**src/rtl/tx_interp_pkg.sv**
```systemverilog
// Shared definitions for the transmit polyphase interpolation path.
//
// Contents:
//   - state_t       : sequencer states (IDLE, STROBE, CAPT, EMIT)
//   - DEF_*         : default interpolation factor and datapath widths
//   - phase_w()     : width of a phase index for a given number of branches
package tx_interp_pkg;

    localparam int DEF_L     = 2;
    localparam int DEF_IN_W  = 11;
    localparam int DEF_BR_W  = 20;
    localparam int DEF_SHIFT = 8;
    localparam int DEF_OUT_W = 12;

    typedef enum logic [1:0] {
        ST_IDLE   = 2'd0,
        ST_STROBE = 2'd1,
        ST_CAPT   = 2'd2,
        ST_EMIT   = 2'd3
    } state_t;

    // A phase index needs at least one bit, even for a single pair of branches.
    function automatic int phase_w(input int l);
        return (l <= 2) ? 1 : $clog2(l);
    endfunction

endpackage

```
**src/rtl/round_sat.sv**
```systemverilog
// Round-half-up and saturate a signed branch value down to the DAC-side width.
//
// Ports:
//   din  : signed BR_W-bit branch value
//   dout : signed OUT_W-bit result, round(din / 2^SHIFT) clamped to the
//          OUT_W two's complement range
//
// Purely combinational; shared with the decimation side.
module round_sat #(
    parameter int BR_W  = 20,
    parameter int SHIFT = 8,
    parameter int OUT_W = 12
) (
    input  logic [BR_W-1:0]  din,
    output logic [OUT_W-1:0] dout
);

    localparam logic signed [BR_W:0] HALF  = (BR_W+1)'(1) << (SHIFT - 1);
    localparam logic signed [BR_W:0] MAX_V = (BR_W+1)'((64'sd1 <<< (OUT_W - 1)) - 64'sd1);
    // In two's complement the most negative code is the bitwise inverse of the most positive.
    localparam logic signed [BR_W:0] MIN_V = ~MAX_V;

    logic signed [BR_W:0] ext;
    logic signed [BR_W:0] rnd;
    logic signed [BR_W:0] shr;

    // One guard bit keeps the rounding add from wrapping at the top of the range.
    always_comb begin
        ext = $signed({din[BR_W-1], din});
        rnd = ext + HALF;
        shr = rnd >>> SHIFT;
        if (shr > MAX_V) begin
            dout = MAX_V[OUT_W-1:0];
        end else if (shr < MIN_V) begin
            dout = MIN_V[OUT_W-1:0];
        end else begin
            dout = shr[OUT_W-1:0];
        end
    end

endmodule

```
**src/rtl/interp_phase_sched.sv**
```systemverilog
// Sequencer for the transmit polyphase interpolation bank.
//
// Takes one low-rate sample at a time from the pulse shaper, holds it on the
// shared branch input, strobes the branches once, captures all L branch
// outputs and then commutates them phase 0..L-1 onto the output stream, each
// rounded and saturated to the DAC-side width.
//
// Ports:
//   clk, rst              : clock, asynchronous active-high reset
//   flush                 : synchronous soft clear back to IDLE
//   in_valid/in_ready     : upstream sample handshake, in_data the sample
//   br_in                 : sample held for all branches
//   br_ce                 : single-cycle branch advance strobe
//   br_data               : all branch outputs, phase p at [p*BR_W +: BR_W]
//   out_valid/out_ready   : downstream handshake
//   out_data, out_phase   : rounded/saturated sample and its phase index
//   busy                  : sequencer is not idle
module interp_phase_sched
    import tx_interp_pkg::*;
#(
    parameter int  L     = DEF_L,
    parameter int  IN_W  = DEF_IN_W,
    parameter int  BR_W  = DEF_BR_W,
    parameter int  SHIFT = DEF_SHIFT,
    parameter int  OUT_W = DEF_OUT_W,
    localparam int PW    = phase_w(L)
) (
    input  logic              clk,
    input  logic              rst,
    input  logic              flush,
    input  logic              in_valid,
    output logic              in_ready,
    input  logic [IN_W-1:0]   in_data,
    output logic [IN_W-1:0]   br_in,
    output logic              br_ce,
    input  logic [L*BR_W-1:0] br_data,
    output logic              out_valid,
    input  logic              out_ready,
    output logic [OUT_W-1:0]  out_data,
    output logic [PW-1:0]     out_phase,
    output logic              busy
);

    state_t          state_q, state_d;
    logic [PW-1:0]   phase_q, phase_d;
    logic [IN_W-1:0] br_in_q, br_in_d;
    logic [BR_W-1:0] hold_q [L];
    logic [BR_W-1:0] hold_d [L];
    logic            last_phase;

    assign last_phase = (phase_q == PW'(L - 1));

    always_ff @(posedge clk or posedge rst) begin
        if (rst) begin
            state_q <= ST_IDLE;
            phase_q <= '0;
            br_in_q <= '0;
            for (int p = 0; p < L; p++) begin
                hold_q[p] <= '0;
            end
        end else begin
            state_q <= state_d;
            phase_q <= phase_d;
            br_in_q <= br_in_d;
            for (int p = 0; p < L; p++) begin
                hold_q[p] <= hold_d[p];
            end
        end
    end

    // Next state. flush overrides everything but leaves the held sample and
    // captured branch values alone. The final EMIT handshake can chain
    // straight into the next STROBE so back-to-back samples cost L+2 cycles.
    always_comb begin
        state_d = state_q;
        phase_d = phase_q;
        br_in_d = br_in_q;
        for (int p = 0; p < L; p++) begin
            hold_d[p] = hold_q[p];
        end
        if (flush) begin
            state_d = ST_IDLE;
            phase_d = '0;
        end else begin
            case (state_q)
                ST_IDLE: begin
                    if (in_valid) begin
                        br_in_d = in_data;
                        state_d = ST_STROBE;
                    end
                end
                ST_STROBE: begin
                    state_d = ST_CAPT;
                end
                ST_CAPT: begin
                    for (int p = 0; p < L; p++) begin
                        hold_d[p] = br_data[p*BR_W +: BR_W];
                    end
                    phase_d = '0;
                    state_d = ST_EMIT;
                end
                ST_EMIT: begin
                    if (out_ready) begin
                        if (last_phase) begin
                            phase_d = '0;
                            if (in_valid) begin
                                br_in_d = in_data;
                                state_d = ST_STROBE;
                            end else begin
                                state_d = ST_IDLE;
                            end
                        end else begin
                            phase_d = phase_q + PW'(1);
                        end
                    end
                end
                default: begin
                    state_d = ST_IDLE;
                end
            endcase
        end
    end

    // Handshake and strobe outputs. in_ready is also held low while reset is
    // asserted so nothing looks acceptable before the sequencer is running.
    always_comb begin
        in_ready  = 1'b0;
        br_ce     = 1'b0;
        out_valid = 1'b0;
        if (!rst && !flush) begin
            case (state_q)
                ST_IDLE:   in_ready = 1'b1;
                ST_STROBE: br_ce = 1'b1;
                ST_EMIT: begin
                    out_valid = 1'b1;
                    in_ready  = out_ready && last_phase;
                end
                default: ;
            endcase
        end
    end

    round_sat #(
        .BR_W  (BR_W),
        .SHIFT (SHIFT),
        .OUT_W (OUT_W)
    ) u_round_sat (
        .din  (hold_q[phase_q]),
        .dout (out_data)
    );

    assign br_in     = br_in_q;
    assign out_phase = phase_q;
    assign busy      = (state_q != ST_IDLE);

endmodule

```
**config.mk**
```make
export PLATFORM = sky130hd
export DESIGN_NAME = interp_phase_sched
export DESIGN_NICKNAME = d
export VERILOG_FILES = /design/src/rtl/tx_interp_pkg.sv /design/src/rtl/round_sat.sv /design/src/rtl/interp_phase_sched.sv
export SDC_FILE = /design/constraint.sdc
export NUM_CORES = 1
export LEC_CHECK = 0
export BUFFER_PORTS_ARGS = -buffer_cell sky130_fd_sc_hd__buf_4
export CAP_MARGIN = 40
export CORE_ASPECT_RATIO = 0.8
export CORE_MARGIN = 4
export CORE_UTILIZATION = 56
export DETAILED_ROUTE_END_ITERATION = 10
export GPL_TIMING_DRIVEN = 0
export PLACE_DENSITY_LB_ADDON = 0.25
export RECOVER_POWER = 50
export SLEW_MARGIN = 15
export SYNTH_ARGS = -nofsm -noshare
export SYNTH_HDL_FRONTEND = slang
export SYNTH_HIERARCHICAL = 1
export SYNTH_SLANG_ARGS = --single-unit
```
**constraint.sdc**
```tcl
create_clock -name clk -period 3.8 [get_ports clk]
set_input_delay 0.57 -clock clk [delete_from_list [all_inputs] [get_ports clk]]
set_output_delay 0.57 -clock clk [all_outputs]
set_load 0.03 [all_outputs]
```
==> flow_summary.yaml, run 1 <==
floorplanning:
  initial_core_util_pct: 58.3
  dieArea_sq_mm: 0.00504
  fp-row-count: 20
  die_h_um: 64.3
  coreArea_sq_mm: 0.00380
  io_pins: 84
  die_x_um: 78.4
clock_tree:
  cts_root_buf: "clkbuf_8"
  numCtsBuffers: 5
  path_clk_slew_ps: 70
  post_cts_buffers: 0
  cts_tree: "done"
  cts_hold_buf: 0
  cts_resized: 0
  cts_max_level: 2
  clock_latency_ps: 280
  clock-sinks: 40
  cts_buffer_depth: 2
synth:
  syn_nets: 250
  syn_area_sq_mm: 0.00222
  synth-warning-count: 6
  synth.avg_cell_area_sq_um: 11.8
  synthCells: 188
pwr:
  p_leak_nw: 1.29
  peakVddDrop_v: 0.000507
  finalPower_mw: 2.21
  power_density_mw_per_mm2: 778
timing:
  worstMarginPinSlew_ps: 1150
  setup_viol_count_final: 0
  rsz0062_at_grt: "false"
  finalSetupTns_ps: 0
  period_needed_ps: 3290
  fin_crit_sh_pct: 86.6
  report.final.slew_viol_count: 0
  hold_viol: 0
  fin_worst_skew_ps: 3.11
  worst_slack_ps: 510
  timing.fmax_mhz: 304
  slew-limit-headroom_pct: 23.5
placement:
  placed_area_sq_mm: 0.00283
  pre_cts_ws_ps: 798
  dp.cells: 313
  portBuffers: 69
  gp_congestion: 0.787
  dp_hpwl_um: 3830
layout:
  synthToLayoutAreaGrowth_pct: 28.1
  antennaDiodeCount: 0
  final_common_cell: "buf_4"
  final_cell_mix: "56 x buf_4, 40 x dfrtp_1, 29 x mux2_1, 21 x mux2_2, 14 x clkbuf_1"
  design_area_sq_mm: 0.00284
  layout.cells.non_filler: 320
  drive_above_1_share_pct: 36.2
  fill_cells: 299
  final_nets: 327
setup_path:
  path_class: "reg2out"
  cp-start-kind: "flop"
  crit_arrival_ps: 2720
  r2r-start: "state_q[0]$_DFFE_PP0P_"
  rr_worst_depth: 5
  cp_max_fo: 10
  endpoint_kind: "output port"
  reg2reg_slack_ps: 1880
  startpoint: "out_phase$_DFFE_PP0P_"
  required_ps: 3230
  r2r-end: "br_in[3]$_DFFE_PP0P_"
routing:
  vias: 1691
  wl_per_cell_um: 14.5
  wl_um: 4650
  avgViaCountPerCell: 5.28
  antenna_left: 0
  drtPass1Iterations: 4
  dr.first_iter.drc_count: 102
  drc: 0
grt:
  grt_pass1_wl_um: 8260
  grt_max_degree: 23
  grt_usage_pct: 20.6
  overflow: 0
  antenna_found_initial: 0
  grt_pass1_vias: 1771
min_path:
  hold_path.class: "in2async"
outcome:
  outcome: "finished clean"
run:
  max-cap-violations: 0
-- flip-flops by register name (all words and copies together), names as in the netlist --
register,count
hold_q,26
br_in,11
out_phase,1
state_q,2
-- worst max-delay path, stage by stage (launching register included) --
cell and delay [ps]:
dfrtp_1 470, buf_1 270, mux2_2 400, ha_1 240, and3_1 200, buf_6 140
a211oi_4 260, o21bai_4 150, a21oi_1 150, buf_4 180
-- final cells by class --
| cell class | instances | area (sq um) | share of cell area (%) |
|---|---|---|---|
| Inverter | 11 | 41.3 | 1.45 |
| Tap cell | 55 | 68.8 | 2.42 |
| Buffer | 8 | 50.0 | 1.76 |
| Multi-Input combinational cell | 129 | 1130 | 39.6 |
| Timing Repair Buffer | 70 | 477 | 16.8 |
| Clock inverter | 1 | 5.00 | 0.176 |
| Clock buffer | 6 | 72.6 | 2.55 |
| Sequential cell | 40 | 1000 | 35.2 |
-- worst max path at each step --
stage / to / slack (ps) / cells past startpoint
6_report: out_data[10] / 510 / 9
5_1_grt: out_data[4] / 290 / 9
4_1_cts: out_data[10] / 490 / 9
3_5_place_dp: out_data[10] / 800 / 9
3_3_place_gp: out_data[10] / 780 / 9
2_1_floorplan: out_data[10] / 600 / 8
-- report_power, final --
group | total, mW | switching (mW) | leakage (nW) | internal [mW]
combinational | 1.22 | 0.716 | 0.769 | 0.501
clock | 0.254 | 0.130 | 0.0410 | 0.125
sequential | 0.740 | 0.105 | 0.483 | 0.634
-- per-layer routing --
metal / share of wire (%) / global-route usage (%)
met3: 6.1 / 5.49
met1: 44 / 26.7
met4: 0.62 / 2.62
met2: 49 / 35.5
met5: 0 / 0
-- stage by stage --
step / utilization, % / hold slack (ps)
6_report: 74.7 / 434
5_1_grt: 74.7 / 482
4_1_cts: 76.5 / 322
3_5_place_dp: 74.5 / 474
3_3_place_gp: 73.8 / 464
2_1_floorplan: - / 452
Power figures use the tool's default switching activity.
==> inputs of run 2 (changes only) <==
--- a/config.mk
+++ b/config.mk
@@ -11,7 +11,6 @@
 export CORE_MARGIN = 4
 export CORE_UTILIZATION = 56
 export DETAILED_ROUTE_END_ITERATION = 10
-export GPL_TIMING_DRIVEN = 0
 export PLACE_DENSITY_LB_ADDON = 0.25
 export RECOVER_POWER = 50
 export SLEW_MARGIN = 15
==> flow_summary.yaml, run 2 (synthesis gave the netlist of run 1 again) <==
setup_path:
  r2r-start: "out_phase$_DFFE_PP0P_"
  crit_arrival_ps: 2560
  endpoint_kind: "output port"
  cpMaxStageDelayCell: "dfrtp_1"
  cp_cell_sequence: "mux2_2 -> ha_1 -> and3_1 -> a211oi_4 -> o21bai_4 -> a21oi_1 -> buf_4"
  cp_slowest_stage_delay_ps: 490
  crit_family: "compound AO/OA/AOI/OAI gates"
  startpoint: "out_phase$_DFFE_PP0P_"
  path_class: "reg2out"
  cp-start-kind: "flop"
  critPathBufInv: 1
  required_ps: 3230
  cp_max_fo: 10
pwr:
  power_frac_comb_pct: 52.7
  switchingPower_uw: 986
  power_frac_seq_pct: 32.1
  pwr-share-clk_pct: 15.2
  p_leak_nw: 1.28
  cell_internal_pwr_mw: 1.32
  peakVddDrop_v: 0.000504
  sw_frac_of_total_pct: 42.7
  power_density_mw_per_mm2: 811
routing:
  drc: 0
  wl_um: 4980
  drtPass1Iterations: 4
  wl_per_cell_um: 15.8
  avgViaCountPerCell: 5.47
  dr_wl_met2_um: 2410
  dr.first_iter.drc_count: 87
  wl_met3_um: 323
  vias: 1722
  antenna_left: 0
  drt-met1-wl_um: 2230
  top_layer_used: "met4"
layout:
  final_common_cell: "buf_4"
  largest_reg_flops: 26
  layout.cells.non_filler: 315
  fill_cells: 296
  design_area_sq_mm: 0.00285
  drive_above_1_share_pct: 36.5
  synthToLayoutAreaGrowth_pct: 28.3
  antennaDiodeCount: 0
  final_cell_mix: "59 x buf_4, 40 x dfrtp_1, 29 x mux2_1, 21 x mux2_2, 13 x clkbuf_1"
  largest_register: "hold_q"
  final_nets: 321
clock_tree:
  cts_tree: "done"
  clock-sinks: 40
  clock_latency_ps: 290
  cts_resized: 0
  post_cts_buffers: 0
  cts_buffer_depth: 2
  path_clk_slew_ps: 80
  cts_max_level: 2
  cts_root_buf: "clkbuf_8"
  numCtsBuffers: 5
  cts_hold_buf: 0
outcome:
  violations: "capacitance limit, slew limit"
  outcome: "finished with violations"
placement:
  dp.cells: 307
  dp_hpwl_um: 3780
  portBuffers: 69
  gp_congestion: 0.878
  placed_area_sq_mm: 0.00278
floorplanning:
  die_h_um: 64.3
  initial_core_util_pct: 58.3
  die_x_um: 78.4
  coreArea_sq_mm: 0.00380
  fp-row-count: 20
  dieArea_sq_mm: 0.00504
  io_pins: 84
timing:
  timing.fmax_mhz: 320
  setup_viol_count_final: 0
  finalSetupTns_ps: 0
  slew-limit-headroom_pct: -3.38
  report.final.slew_viol_count: 30
  fin_worst_skew_ps: 3.28
  period_needed_ps: 3130
  hold_viol: 0
  worstMarginPinSlew_ps: 1550
  rsz0062_at_grt: "false"
  fin_crit_sh_pct: 82.3
grt:
  grt_max_degree: 30
  grt_usage_pct: 21.3
  grt_pass1_wl_um: 8360
  grt_pass1_vias: 1769
  antenna_found_initial: 0
  overflow: 0
min_path:
  hold_path.class: "in2async"
run:
  max-cap-violations: 1
## run 2: cell count changes in the layout (fill, tap and decap cells not counted), sizes merged
cell,change
bufinv,+1
clkinv,-1
inv,+1
clkbuf,-2
buf,-5
clkinvlp,+1
## run 2: power by group through the flow
stage                     Combinational [mW]  Sequential, mW  Clock (mW)
final                                   1.22           0.742       0.351
after global routing                    1.32           0.770       0.382
after CTS                               1.28           0.744       0.360
after detailed placement                1.27           0.749           0
after global placement                  1.24           0.736           0
after floorplan                        0.773           0.840           0
## run 2: worst reg2reg max path: cells and delay by family, from the launching register on
kind,cells,cell delay [ps]
compound gates,1,820
flops,1,490
simple gates,1,120
buf+inv,1,280
mux,1,390
## run 2: per-layer routing
layer	track usage [%]	up-vias
li1	-	812
met3	6.48	4
met2	35.0	61
met4	4.15	0
met1	28.0	845
met5	0	-
## run 2: path summary, 6_finish.rpt
path	end	slack, ps	cells past startpoint
worst max register to register	br_in[3]$_DFFE_PP0P_	1590	4
worst min-delay path	state_q[0]$_DFFE_PP0P_	280	2
max in group asynchronous	hold_q[19]$_DFFE_PP0P_	1730	3
worst max-delay path	out_data[6]	670	7
min in group clk	br_in[4]$_DFFE_PP0P_	490	1
worst min register to register	br_in[4]$_DFFE_PP0P_	490	1
## run 2: area by class of cell
type	count	area, sq um	share of cell area (%)
inverter	11	41.3	1.45
sequential	40	1000	35.2
tap	55	68.8	2.42
timing repair buffer	72	492	17.3
clock inverter	3	46.3	1.63
clock buffer	5	68.8	2.42
multi-input combinational	129	1130	39.6
## run 2: stage by stage
step	hold WS, ps	utilization (%)	setup slack [ps]	total power [mW]
floorplan	452	-	605	1.61
global placement	463	73.1	1040	1.98
detailed placement	470	73.1	989	2.02
CTS	307	76.1	667	2.38
global route	324	74.8	565	2.47
finish	282	74.8	671	2.31
